`config.mk`:
```
export PLATFORM = sky130hd
export DESIGN_NAME = seg_stopwatch_ctrl
export DESIGN_NICKNAME = d
export VERILOG_FILES = /design/src/rtl/seg_stopwatch_ctrl_pkg.sv /design/src/rtl/seg_stopwatch_ctrl_tick_gen.sv /design/src/rtl/seg_stopwatch_ctrl.sv
export SDC_FILE = /design/constraint.sdc
export NUM_CORES = 1
export LEC_CHECK = 0
export ABC_AREA = 1
export BUFFER_PORTS_ARGS = -buffer_cell sky130_fd_sc_hd__clkbuf_2
export CORE_ASPECT_RATIO = 0.6
export CORE_MARGIN = 8
export CORE_UTILIZATION = 65
export CTS_CLUSTER_SIZE = 8
export DETAILED_ROUTE_END_ITERATION = 12
export PLACE_DENSITY = 0.95
export REMOVE_ABC_BUFFERS = 1
export SETUP_SLACK_MARGIN = 0.1
export SYNTH_ARGS = -nofsm -noshare
export SYNTH_HDL_FRONTEND = slang
export SYNTH_SLANG_ARGS = --single-unit
```
`constraint.sdc`:
```
create_clock -name sys_clk -period 5.17 [get_ports sys_clk]
set_clock_uncertainty 0.1 [all_clocks]
set_input_delay 0.2585 -clock sys_clk [delete_from_list [all_inputs] [get_ports sys_clk]]
set_output_delay 0.2585 -clock sys_clk [all_outputs]
set_load 0.03 [all_outputs]
```
`src/rtl/seg_stopwatch_ctrl_pkg.sv`:
```
// rtl/seg_stopwatch_ctrl_pkg.sv - shared state encodings and display constants for the stopwatch
package seg_stopwatch_ctrl_pkg;

  typedef enum logic [1:0] {
    ST_IDLE  = 2'd0,
    ST_RUN   = 2'd1,
    ST_PAUSE = 2'd2,
    ST_LAP   = 2'd3
  } state_t;

  localparam logic [5:0] DP_CENTI = 6'b000_100;

  function automatic logic is_counting(input state_t s);
    return (s == ST_RUN) || (s == ST_LAP);
  endfunction

endpackage

```
`src/rtl/seg_stopwatch_ctrl_tick_gen.sv`:
```
// rtl/seg_stopwatch_ctrl_tick_gen.sv - 10 ms tick divider, held at zero while disabled
module tick_gen_10ms
  import seg_stopwatch_ctrl_pkg::*;
#(
  parameter logic [22:0] MAX = 23'd499_999
) (
  input  logic sys_clk,
  input  logic sys_rst,
  input  logic en,
  output logic tick
);

  logic [22:0] r_cnt;
  logic        r_tick;

  // Disabling restarts the divider so a resumed count gets a full period.
  always_ff @(posedge sys_clk) begin
    if (sys_rst || !en) begin
      r_cnt  <= '0;
      r_tick <= 1'b0;
    end else begin
      r_cnt  <= (r_cnt == MAX) ? '0 : r_cnt + 23'd1;
      r_tick <= (r_cnt == MAX - 23'd1);
    end
  end

  assign tick = r_tick;

endmodule

```
`src/rtl/seg_stopwatch_ctrl.sv`:
```
// rtl/seg_stopwatch_ctrl.sv - stopwatch FSM, elapsed/lap registers and display outputs
module seg_stopwatch_ctrl
  import seg_stopwatch_ctrl_pkg::*;
#(
  parameter logic [22:0] cnt_10ms_MAX = 23'd499_999,
  parameter logic [19:0] data_MAX     = 20'd999_999,
  parameter logic [6:0]  BLINK_TICKS  = 7'd50
) (
  input  logic        sys_clk,
  input  logic        sys_rst,
  input  logic        key_start_stop,
  input  logic        key_lap,
  input  logic        key_clear,
  output logic [19:0] data,
  output logic [5:0]  dp,
  output logic        sign,
  output logic        seg_en,
  output logic        running
);

  state_t      r_state;
  state_t      w_state_nxt;
  logic        w_tick;
  logic        w_blink_tick;
  logic        w_counting;
  logic        w_sat;
  logic [19:0] r_elapsed;
  logic [19:0] r_lap_val;
  logic [19:0] r_data;
  logic [5:0]  r_dp;
  logic        r_seg_en;
  logic        r_running;
  logic [6:0]  r_blink_cnt;

  assign w_counting = is_counting(r_state);
  assign w_sat      = (r_elapsed == data_MAX);

  tick_gen_10ms #(.MAX(cnt_10ms_MAX)) u_tick (
    .sys_clk (sys_clk),
    .sys_rst (sys_rst),
    .en      (w_counting),
    .tick    (w_tick)
  );

  tick_gen_10ms #(.MAX(cnt_10ms_MAX)) u_blink_tick (
    .sys_clk (sys_clk),
    .sys_rst (sys_rst),
    .en      (1'b1),
    .tick    (w_blink_tick)
  );

  always_ff @(posedge sys_clk) begin
    if (sys_rst) r_state <= ST_IDLE;
    else         r_state <= w_state_nxt;
  end

  // clear > start_stop > lap; a lower-priority key is dropped even if the higher one is ignored.
  always_comb begin
    w_state_nxt = r_state;
    if (key_clear) begin
      w_state_nxt = ST_IDLE;
    end else if (key_start_stop) begin
      case (r_state)
        ST_IDLE:  w_state_nxt = ST_RUN;
        ST_RUN:   w_state_nxt = ST_PAUSE;
        ST_PAUSE: if (!w_sat) w_state_nxt = ST_RUN;
        ST_LAP:   if (!w_sat) w_state_nxt = ST_PAUSE;
        default:  w_state_nxt = ST_IDLE;
      endcase
    end else if (key_lap && !w_sat) begin
      if (r_state == ST_RUN)      w_state_nxt = ST_LAP;
      else if (r_state == ST_LAP) w_state_nxt = ST_RUN;
    end
  end

  always_ff @(posedge sys_clk) begin
    if (sys_rst) begin
      r_elapsed   <= '0;
      r_lap_val   <= '0;
      r_data      <= '0;
      r_dp        <= '0;
      r_seg_en    <= 1'b0;
      r_running   <= 1'b0;
      r_blink_cnt <= '0;
    end else begin
      if (w_state_nxt == ST_IDLE)
        r_elapsed <= '0;
      else if (w_tick && w_counting && !w_sat)
        r_elapsed <= r_elapsed + 20'd1;

      if (r_state == ST_RUN && w_state_nxt == ST_LAP)
        r_lap_val <= r_elapsed;

      if (r_state == ST_IDLE)     r_data <= '0;
      else if (r_state == ST_LAP) r_data <= r_lap_val;
      else                        r_data <= r_elapsed;

      r_dp      <= (r_state == ST_IDLE) ? 6'b000_000 : DP_CENTI;
      r_running <= is_counting(w_state_nxt);

      // Blink only while staying in PAUSE, so entry and exit both leave the display lit.
      if (r_state == ST_PAUSE && w_state_nxt == ST_PAUSE) begin
        if (w_blink_tick) begin
          if (r_blink_cnt == BLINK_TICKS - 7'd1) begin
            r_blink_cnt <= '0;
            r_seg_en    <= ~r_seg_en;
          end else begin
            r_blink_cnt <= r_blink_cnt + 7'd1;
          end
        end
      end else begin
        r_blink_cnt <= '0;
        r_seg_en    <= 1'b1;
      end
    end
  end

  assign data    = r_data;
  assign dp      = r_dp;
  assign sign    = 1'b0;
  assign seg_en  = r_seg_en;
  assign running = r_running;

endmodule

```
==> results of run 1 <==
## cell usage after synthesis
cell type / instances / share of area (%)
a211oi_1: 6 / 0.78
a21oi_1: 31 / 2.7
a21oi_2: 16 / 2.4
a31oi_1: 1 / 0.11
and3_1: 2 / 0.22
buf_1: 1 / 0.065
buf_2: 5 / 0.44
buf_4: 8 / 1.0
buf_6: 6 / 1.2
clkbuf_1: 8 / 0.52
conb_1: 1 / 0.065
dfxtp_1: 120 / 42
ha_1: 13 / 2.8
inv_1: 75 / 4.9
inv_2: 3 / 0.20
nand2_1: 121 / 7.9
nand2_2: 7 / 0.76
nand3_1: 47 / 4.1
nand3_2: 4 / 0.70
nand3_4: 1 / 0.30
nand4_1: 26 / 2.8
nor2_1: 125 / 8.2
nor2_2: 7 / 0.76
nor2_4: 3 / 0.59
nor3_1: 30 / 2.6
nor3_2: 3 / 0.52
nor3_4: 2 / 0.57
nor3b_1: 8 / 1.0
nor4_1: 11 / 1.2
o21a_1: 1 / 0.13
o21ai_0: 24 / 2.1
o21ai_1: 1 / 0.087
o21bai_1: 1 / 0.13
o21bai_2: 1 / 0.20
or2_2: 8 / 0.87
or3_1: 1 / 0.11
xnor2_1: 6 / 0.91
xor2_1: 27 / 4.1
## registers in the layout (all words and copies together) (netlist names), 2 cells and up
| register | count |
|---|---|
| r_lap_val | 20 |
| r_state | 2 |
| u_blink_tick.r_cnt | 23 |
| r_blink_cnt | 7 |
| u_tick.r_cnt | 23 |
| data | 20 |
| r_elapsed | 20 |
## layer usage
| layer | part of all wire, % | routed length (microns) |
|---|---|---|
| met2 | 45 | 6280 |
| met3 | 8.6 | 1190 |
| met5 | 0 | 0 |
| met4 | 1.9 | 257 |
| met1 | 44 | 6080 |
## metrics by stage
| stage | std cells | cell area (sq um) | util, % |
|---|---|---|---|
| floorplan | 738 | 5580 | - |
| global placement | 879 | 5870 | 68.6 |
| detailed placement | 879 | 5870 | 68.6 |
| CTS | 911 | 6420 | 75.1 |
| global route | 911 | 6420 | 75.1 |
| finish | 911 | 6420 | 75.1 |
## worst max-delay path by stage
stage                                 startpoint  slack (ns)  cells past startpoint                endpoint
after global routing                r_elapsed[0]        1.79                     12            r_lap_val[3]
after global placement                r_state[0]        2.25                      9            r_elapsed[2]
final                               r_elapsed[0]        1.91                     12            r_lap_val[7]
after CTS                           r_elapsed[0]        2.05                     12            r_lap_val[7]
after detailed placement              r_state[0]        2.09                      9            r_elapsed[2]
after floorplan           u_blink_tick.r_cnt[16]        2.67                      8  u_blink_tick.r_cnt[16]
## power groups by stage
stage	clock (mW)	sequential (mW)	combinational (mW)
2_1_floorplan	0	0.957	0.0463
3_3_place_gp	0	0.955	0.0648
3_5_place_dp	0	0.955	0.0674
4_1_cts	1.10	0.936	0.0686
5_1_grt	1.14	0.936	0.0759
6_report	1.10	0.936	0.0704
## critical path: cells and delay by family, from the launching register on
family / cells / cell delay (ns)
adder cells (fa/ha/maj): 1 / 0.21
AND/OR/NAND/NOR: 11 / 2.45
flip-flops: 1 / 0.38
## area by class of cell
cell class | instances | area (sq um)
clock inverters | 8 | 71.3
repair buffers | 29 | 150
fillers | 563 | 2130
well taps | 112 | 140
flip-flops and latches | 120 | 2400
multi-input cells | 540 | 2880
inverters | 78 | 293
clock buffers | 24 | 482
## logic make-up (layout without fill, tap and decap cells)
group	Yosys count	count (layout)	share of synthesized area (%)
xor+xnor	33	33	5.03
compound gates	82	82	8.67
other cells	1	6	0.0653
fa+ha+maj	13	13	2.83
simple gates	406	406	33.3
flops	120	120	41.8
buf+inv	106	139	8.34
==> metrics.txt, run 1 <==
status complete, no violations; final period utilization a little over three fifths; NetSw roughly 0.46 mW; Peak VDD IR between 0.2 and 0.3 mV; initial antenna violation count 0; GR met3 Demand/Resource roughly 6.4%; internal power roughly 1.6 mW; Max Fclk between 300 and 400 MHz; share of layout cells above drive strength 1 between 10% and 20%; height of the die about 90 microns; GR Util All Layers a little under a quarter; Hold-fix buffers, CTS 0; synth-to-layout area growth 11.8%; Hold Worst Slack around 0.12 ns; post-route setup slack between 1.5 and 2 ns; later-pin clock latency in the skew report roughly 0.4 ns; global route overflow 0; Logic pwr share roughly 3.3%; routed len/inst 15.2 microns; Slew @ Worst Pin 1.40 ns; critical path cell sequence ha_1, nand3_1, nor2_2, nand4_1, nand2_1, nand2_1, nand2_1, nand3_2, nor2_1, nand3_1, nand2_1, nor2_1; layout net count roughly 800; vias after detailed routing roughly 5300; final hold violation count 0; 1st-pass router iterations 5; CTS tree done; #FFs+latches synth 120; pin count of the biggest net entering global routing 42; Clk pwr share 52.1%; Min-Delay Path Class in2reg; LEAKAGE between 2 and 2.5 nW; PortBufs 27; Worst Path Required ~5.4 ns; CTS sink count 120; # diodes 0; Detail Route Antenna Nets 0; Setup Fix Bufs, Post-CTS 0; worst hold path depth 2; IO Count 34; DP HPWL approximately 9300 microns; WHS Endpoint r_state[0]; setup_tns 0 ns; commonest non-fill, non-tap cell in the layout nor2_1; met2 GRT Util between 30% and 40%; Mapped Area 0.00575 sq mm; GR peak layer met2; DRC viols 0; reg2reg start r_elapsed[0]; num rows 26; YS warnings 0; crit path DAT ~3.5 ns; final setup fails 0; chip width around 140 microns; core footprint 0.00856 sq mm; RSZ-0062 raised after global routing no; critical path endpoint category flop; drt via density 5.78; vias in the first global route just under 5000; most frequent cells in the layout nor2_1, nand2_1, dfxtp_1, inv_1, nand3_1; cell mode on critical path nand2_1; HP Start sys_rst; total power 2.10 mW; Sequential Power Share between 40% and 50%; sequential fraction of the synthesis area 41.8%; reg-to-reg setup timing slack between 1.5 and 2 ns; Sw Ratio 21.9%; met1 usage about 28%; Synth Instances approximately 760; first-pass GRT wire length roughly 22000 microns; starting density of the core between 60 and 70%; syn avg cell area 7.55 sq um; Synth cell types 38; Post-CTS Resized 0; final WL roughly 14000 microns; initial DRC count 609; clk slew on worst S/H paths around 0.05 ns; Num CTS Buffers 17; Root Driver clkbuf_16; post-route minimum period 3.26 ns; Longest Clk Path Bufs 2; crit-path max cell delay between 1 and 1.5 ns; crit start category flop; Slew HR under 10%; RePlAce Congestion between 0.9 and 1; Power Dens Cells about 330 mW/mm^2; Crit Path Category reg2reg; max-cap viol count 0; dpl ws approximately 2.1 ns; max-slew violations 0; CP Max Fanout 20; H-Tree Depth 4; worst r2r dst r_lap_val[7]; Crit-path slowest cell nor2_1; r2r worst-path depth 12; die area 0.0122 sq mm
Note: power is estimated with default switching activity, not from simulation.
==> inputs of run 2 (changes only) <==
- ABC_AREA: 1 -> 0
- CORE_UTILIZATION: 65 -> 60
- PLACE_DENSITY: 0.95 -> 0.91
- clock period: 5.17 -> 3.25 ns (I/O delays scaled with it)
==> run 2 against run 1 <==
Against the previous run:
- cell area decreased by 3.7%
- wire length fell by 17%
- worst hold slack improved by 0.058 ns
- fmax up 24%
- critical endpoint is now r_lap_val[1]
- clock power increased by 75%
- highest routed layer unchanged
- sequential share of layout area is 1.4 points higher
- sequential cell count unchanged
- critical path depth shrank 5
- register-to-register slack got worse by 1.3 ns
- largest power group unchanged
==> metrics.txt, run 2 <==
RePlAce Congestion 0.824 (-15%); CTS tree done; initial antenna violation count 0 (unchanged); Post-synth EDFFs 0 (unchanged); most frequent cells in the layout dfxtp_1, nor2_1, mux2i_1, nand2b_1; Slew @ Worst Pin 0.829 ns (-0.569 ns); Post-Place Cell Area 0.00556 sq mm (-5.2%); Synth area leaders dfxtp_1, mux2i_1, nor2_1; DRC viols 0 (unchanged); Root Driver clkbuf_16; Slew HR 44.2% (+38 points); max-slew violations 0 (unchanged); setup_tns 0 ns (unchanged); post-layout instance area 0.00618 sq mm (-3.7%); die area 0.0123 sq mm (+0.87%); fin util 72.0% (-3.1 points); Min-Delay Path Class in2reg; pin count of the biggest net entering global routing 44 (+4.8%); top_reg_cell synth dfxtp_1; global route overflow 0 (unchanged); num rows 26 (unchanged); commonest cells in the netlist dfxtp_1, nor2_1, mux2i_1, nand2b_1; crit start category flop; drt via density 5.49 (-5.0%); PortBufs 27 (unchanged); vias after detailed routing 4092 (-22%); sequential fraction of the synthesis area 44.8% (+3.0 points); post-route minimum period 2.62 ns (-0.635 ns); share of layout cells above drive strength 1 11.2% (-2.8 points); Synth Instances 590 (-22%); max-cap viol count 0 (unchanged); crit path capture r_lap_val[1]; r2r worst-path depth 7 (-5); chip width 138 microns (+0.45%); Num CTS Buffers 17 (unchanged); later-pin clock latency in the skew report 0.41 ns (about the same); largest registers u_blink_tick.r_cnt x23, u_tick.r_cnt x23; final setup fails 0 (unchanged); Detail Route Antenna Nets 0 (unchanged); worst r2r dst r_lap_val[1]; reg-to-reg setup timing slack 0.63 ns (-1.29 ns); Mapped Area 0.00536 sq mm (-6.8%); layout net count 638 (-21%); syn avg cell area 9.08 sq um (+20%); status complete, no violations; Synth cell types 45 (+18%); routed len/inst 15.3 microns (+0.90%); Crit. Startpoint r_elapsed[6]; Worst Path Required 3.48 ns (-1.89 ns); initial DRC count 276 (-55%); Crit Path Category reg2reg; GR Util All Layers 20.1% (-2.8 points); core footprint 0.00859 sq mm (+0.38%); 1st-pass router iterations 4 (-1); Max Fclk 381 MHz (+24%); Peak VDD IR 0.455 mV (+76%); fill count 601 (+6.7%); H-Tree Depth 4 (unchanged); CTS sink count 120 (unchanged); final period utilization 80.7% (+18 points); Longest Clk Path Bufs 2 (unchanged); share of the synthesized area in the top cell type 44.8% (+3.0 points); final hold violation count 0 (unchanged); Power Dens Cells 569 mW/mm^2 (+74%); Yosys top cell by area dfxtp_1; LEAKAGE 2.11 nW (-10%); #FFs+latches synth 120 (unchanged); height of the die 89.2 microns (+0.42%); commonest non-fill, non-tap cell in the layout dfxtp_1; Post-CTS Resized 0 (unchanged); YS warnings 0 (unchanged); ys async rst share 0% (unchanged); clk slew on worst S/H paths 0.05 ns (about the same); starting density of the core 62.4% (-4.8 points); first-pass GRT wire length 19400 microns (-13%); CP Max Fanout 20 (unchanged); DP HPWL 7650 microns (-18%); # diodes 0 (unchanged); final WL 11400 microns (-17%); most common cell in the netlist dfxtp_1; reg2reg start r_elapsed[6]; RSZ-0062 raised after global routing no; critical path endpoint category flop; crit path DAT 2.85 ns (-0.61 ns); vias in the first global route 4084 (-15%); synth-to-layout area growth 15.4%; IO Count 34 (unchanged)
## run 2: changes by cell type in the layout (fill, tap and decap cells not counted), moves of 10 or more
cell,previous run,this run
a21oi_1,31,1
nand2_1,121,28
inv_1,75,12
o21ai_0,23,2
nand3_1,47,23
nand4_1,26,16
nand2b_1,0,43
a21oi_2,16,0
xnor2_1,6,33
mux2i_1,0,43
nor2_1,125,108
## run 2: stage by stage
step | power (mW) | setup slack, ns | cells | hold slack (ns)
after CTS | 3.53 | 0.654 | 745 | 0.149
after global routing | 3.63 | 0.370 | 745 | 0.225
after global placement | 1.62 | 0.854 | 712 | 0.314
after detailed placement | 1.62 | 0.706 | 712 | 0.327
after floorplan | 1.58 | 0.184 | 566 | 0.135
final | 3.51 | 0.626 | 745 | 0.177
## run 2: what timing repair did
item / 4_1_cts / 5_1_grt
hold endpoints to repair: 1 / 0
buffers inserted: 0 / 0
hold buffers: 1 / 0
## run 2: critical path: stages, from the launching register on
cell	delay [ns]
dfxtp_1	0.37
nor4_1	0.41
nand4_2	0.20
nor4_1	0.28
a2bb2oi_1	0.34
and3b_1	0.22
buf_4	0.36
mux2i_1	0.25
## run 2: layout make-up
type	count	area (sq um)	area share (%)
inverters	12	45.0	0.729
well taps	112	140	2.27
repair buffers	35	198	3.20
clock inverters	8	118	1.90
flip-flops and latches	120	2400	38.9
multi-input cells	434	2790	45.1
clock buffers	24	492	7.95
## run 2: cell families after synthesis
logic type                 Yosys count  share of synthesized area (%)
xor gates and xnor gates            66                           10.8
AOI/OAI and AO/OA                   14                           1.99
DFF                                120                           44.8
and+or+nand+nor                    291                           27.6
muxes                               44                           8.24
buffers and inverters               41                           3.48
adders and majority gates           13                           3.04
other                                1                         0.0700
## run 2: how the worst min path moves through the flow
stage | slack (ns) | cells past startpoint | from | endpoint
after floorplan | 0.13 | 1 | sys_rst | r_state[0]
after global placement | 0.31 | 2 | key_clear | r_state[1]
after detailed placement | 0.33 | 2 | key_clear | r_state[1]
after CTS | 0.15 | 2 | sys_rst | r_state[1]
after global routing | 0.23 | 2 | sys_rst | r_elapsed[6]
final | 0.18 | 5 | key_lap | r_state[0]
## run 2: metal layers
metal  routed length (microns)  global-route usage, %  share of wire (%)
met3                       660                   6.45                5.8
met4                       136                   8.24                1.2
met1                      5280                   24.4                 46
met2                      5320                   32.5                 47
met5                         0                      0                  0
## run 2: power by group
part           switching, mW  total, mW  internal (mW)
logic                 0.0724      0.108         0.0355
clock network          0.638       1.92           1.28
registers            0.00780       1.49           1.48
==> inputs of run 3 (changes only) <==
- clock period: 3.25 -> 2.7 ns (I/O delays scaled with it)
==> run 3 against run 2 <==
Against the previous run:
- worst hold slack got worse by 0.080 ns
- via count rose by 2.4%
- total power grew 13%
- clock power is 7% higher
- count of clock-buffer cells in the layout grew 1
- non-clock buffer count is 4 higher
- critical path type unchanged
- critical endpoint is now r_blink_cnt[4]
- largest cell class unchanged
==> metrics.txt, run 3 (synthesis results as in run 2) <==
status complete, no violations; crit start category flop; Detail Route Antenna Nets 0 (unchanged); vias after detailed routing 4190 (+2.4%); NetSw 0.841 mW (+17%); later-pin clock latency in the skew report 0.42 ns (about the same); internal power 3.14 mW (+12%); fill count 619 (+3.0%); Post-Place Cell Area 0.00561 sq mm (+0.76%); max-cap viol count 0 (unchanged); height of the die 89.2 microns (unchanged); Sequential Power Share 45.0% (+2.7 points); pin count of the biggest net entering global routing 33 (-25%); largest registers u_blink_tick.r_cnt x23, u_tick.r_cnt x23; Logic pwr share 3.4% (+0.3 points); fin cells 746 (+0.13%); Clk pwr share 51.6% (-3.0 points); max-slew violations 0 (unchanged); share of layout cells above drive strength 1 12.1% (+0.93 points); core footprint 0.00859 sq mm (unchanged); Worst Path Required 2.94 ns (-0.54 ns); CTS sink count 120 (unchanged); drt via density 5.62 (+2.3%); initial antenna violation count 0 (unchanged); Max Fclk 395 MHz (+3.6%); Power Dens Cells 645 mW/mm^2 (+13%); 1st-pass router iterations 4 (unchanged); Root Driver clkbuf_16; FF+latch area 0.00240 sq mm (+0.10%); RePlAce Congestion 0.848 (+2.9%); routed len/inst 16.0 microns (+4.4%); H-Tree Depth 4 (unchanged); Min-Delay Path Class in2reg; crit path DAT 2.77 ns (-0.08 ns); CP Max Fanout 8 (-60%); GR Util All Layers 20.6% (+0.50 points); most frequent cells in the layout dfxtp_1, nor2_1, mux2i_1, nand2b_1; starting density of the core 62.4% (unchanged); commonest non-fill, non-tap cell in the layout dfxtp_1; global route overflow 0 (unchanged); Crit Path Category reg2reg; first-pass GRT wire length 19700 microns (+2.0%); vias in the first global route 4149 (+1.6%); Longest Clk Path Bufs 2 (unchanged); post-route minimum period 2.53 ns (-0.0904 ns); critical path endpoint category flop; layout net count 642 (+0.63%); post-layout instance area 0.00618 sq mm (about the same); placed cell count 716 (+0.56%); Slew @ Worst Pin 0.572 ns (-0.257 ns); num rows 26 (unchanged); clk slew on worst S/H paths 0.05 ns (about the same); IO Count 34 (unchanged); LEAKAGE 2.10 nW (-0.37%); CTS tree done; # diodes 0 (unchanged); chip width 138 microns (unchanged); initial DRC count 343 (+24%); Slew HR 61.9% (+18 points); final hold violation count 0 (unchanged); final WL 11900 microns (+4.6%); synth-to-layout area growth 15.3% (about the same); Peak VDD IR 0.478 mV (+5.2%); die area 0.0123 sq mm (unchanged); Sw Ratio 21.1% (+0.67 points); footprint of the multi-input gates 0.00282 sq mm (+1.0%); fin util 71.9% (about the same); final period utilization 93.8% (+13 points); DP HPWL 7920 microns (+3.6%); Hold Worst Slack 0.0970 ns (-0.0797 ns); Num CTS Buffers 17 (unchanged); RSZ-0062 raised after global routing no; Setup Fix Bufs, Post-CTS 0 (unchanged); PortBufs 27 (unchanged); DRC viols 0 (unchanged); final setup fails 0 (unchanged)
[run 3: final timing paths]
path | from | to | slack, ns | depth (start not counted)
max reg2reg | r_state[0] | r_blink_cnt[4] | 0.17 | 8
min reg2reg | u_blink_tick.r_cnt[0] | u_blink_tick.r_cnt[0] | 0.36 | 1
max | r_state[0] | r_blink_cnt[4] | 0.17 | 8
min | key_lap | r_state[0] | 0.1 | 5
[run 3: stage by stage]
stage | setup WS, ns | TNS, ns | total power [mW]
after floorplan | -0.366 | -7.32 | 1.91
after global placement | 0.350 | 0 | 1.95
after detailed placement | 0.123 | 0 | 1.96
after CTS | 0.156 | 0 | 4.00
after global routing | 0.0963 | 0 | 4.10
final | 0.166 | 0 | 3.98
[run 3: power groups by stage]
stage	registers, mW	clock network, mW	logic, mW
2_1_floorplan	1.83	0	0.0772
3_3_place_gp	1.83	0	0.123
3_5_place_dp	1.83	0	0.128
4_1_cts	1.79	2.08	0.131
5_1_grt	1.79	2.16	0.147
6_report	1.79	2.06	0.135
[run 3: critical path, cell delays in order (launching register included)]
cell and delay, ns:
dfxtp_2 0.42, inv_1 0.12, ha_1 0.26, nor3b_2 0.25, nand3_1 0.13, o21a_1 0.21
a2bb2oi_2 0.19, a2111o_1 0.55, nor3_2 0.22
[run 3: cell type report]
type | count | share of cell area (%)
Sequential cell | 120 | 38.9
Inverter | 12 | 0.729
Multi-Input combinational cell | 434 | 45.6
Clock buffer | 25 | 7.86
Tap cell | 112 | 2.27
Clock inverter | 4 | 0.729
Timing Repair Buffer | 39 | 3.89
[run 3: metal layers]
metal	track usage (%)	routed length, microns	vias up
met2	33.2	5570	136
met4	9.89	258	0
li1	-	-	2044
met5	0	0	-
met1	24.8	5370	1982
met3	6.23	727	28
[run 3: what timing repair did]
item,in CTS,in global routing
endpoints found under the hold margin,1,0
hold buffers,1,0
resized for setup,1,6
gates cloned,0,0
pin swaps,0,2
endpoints found under the setup margin,1,22
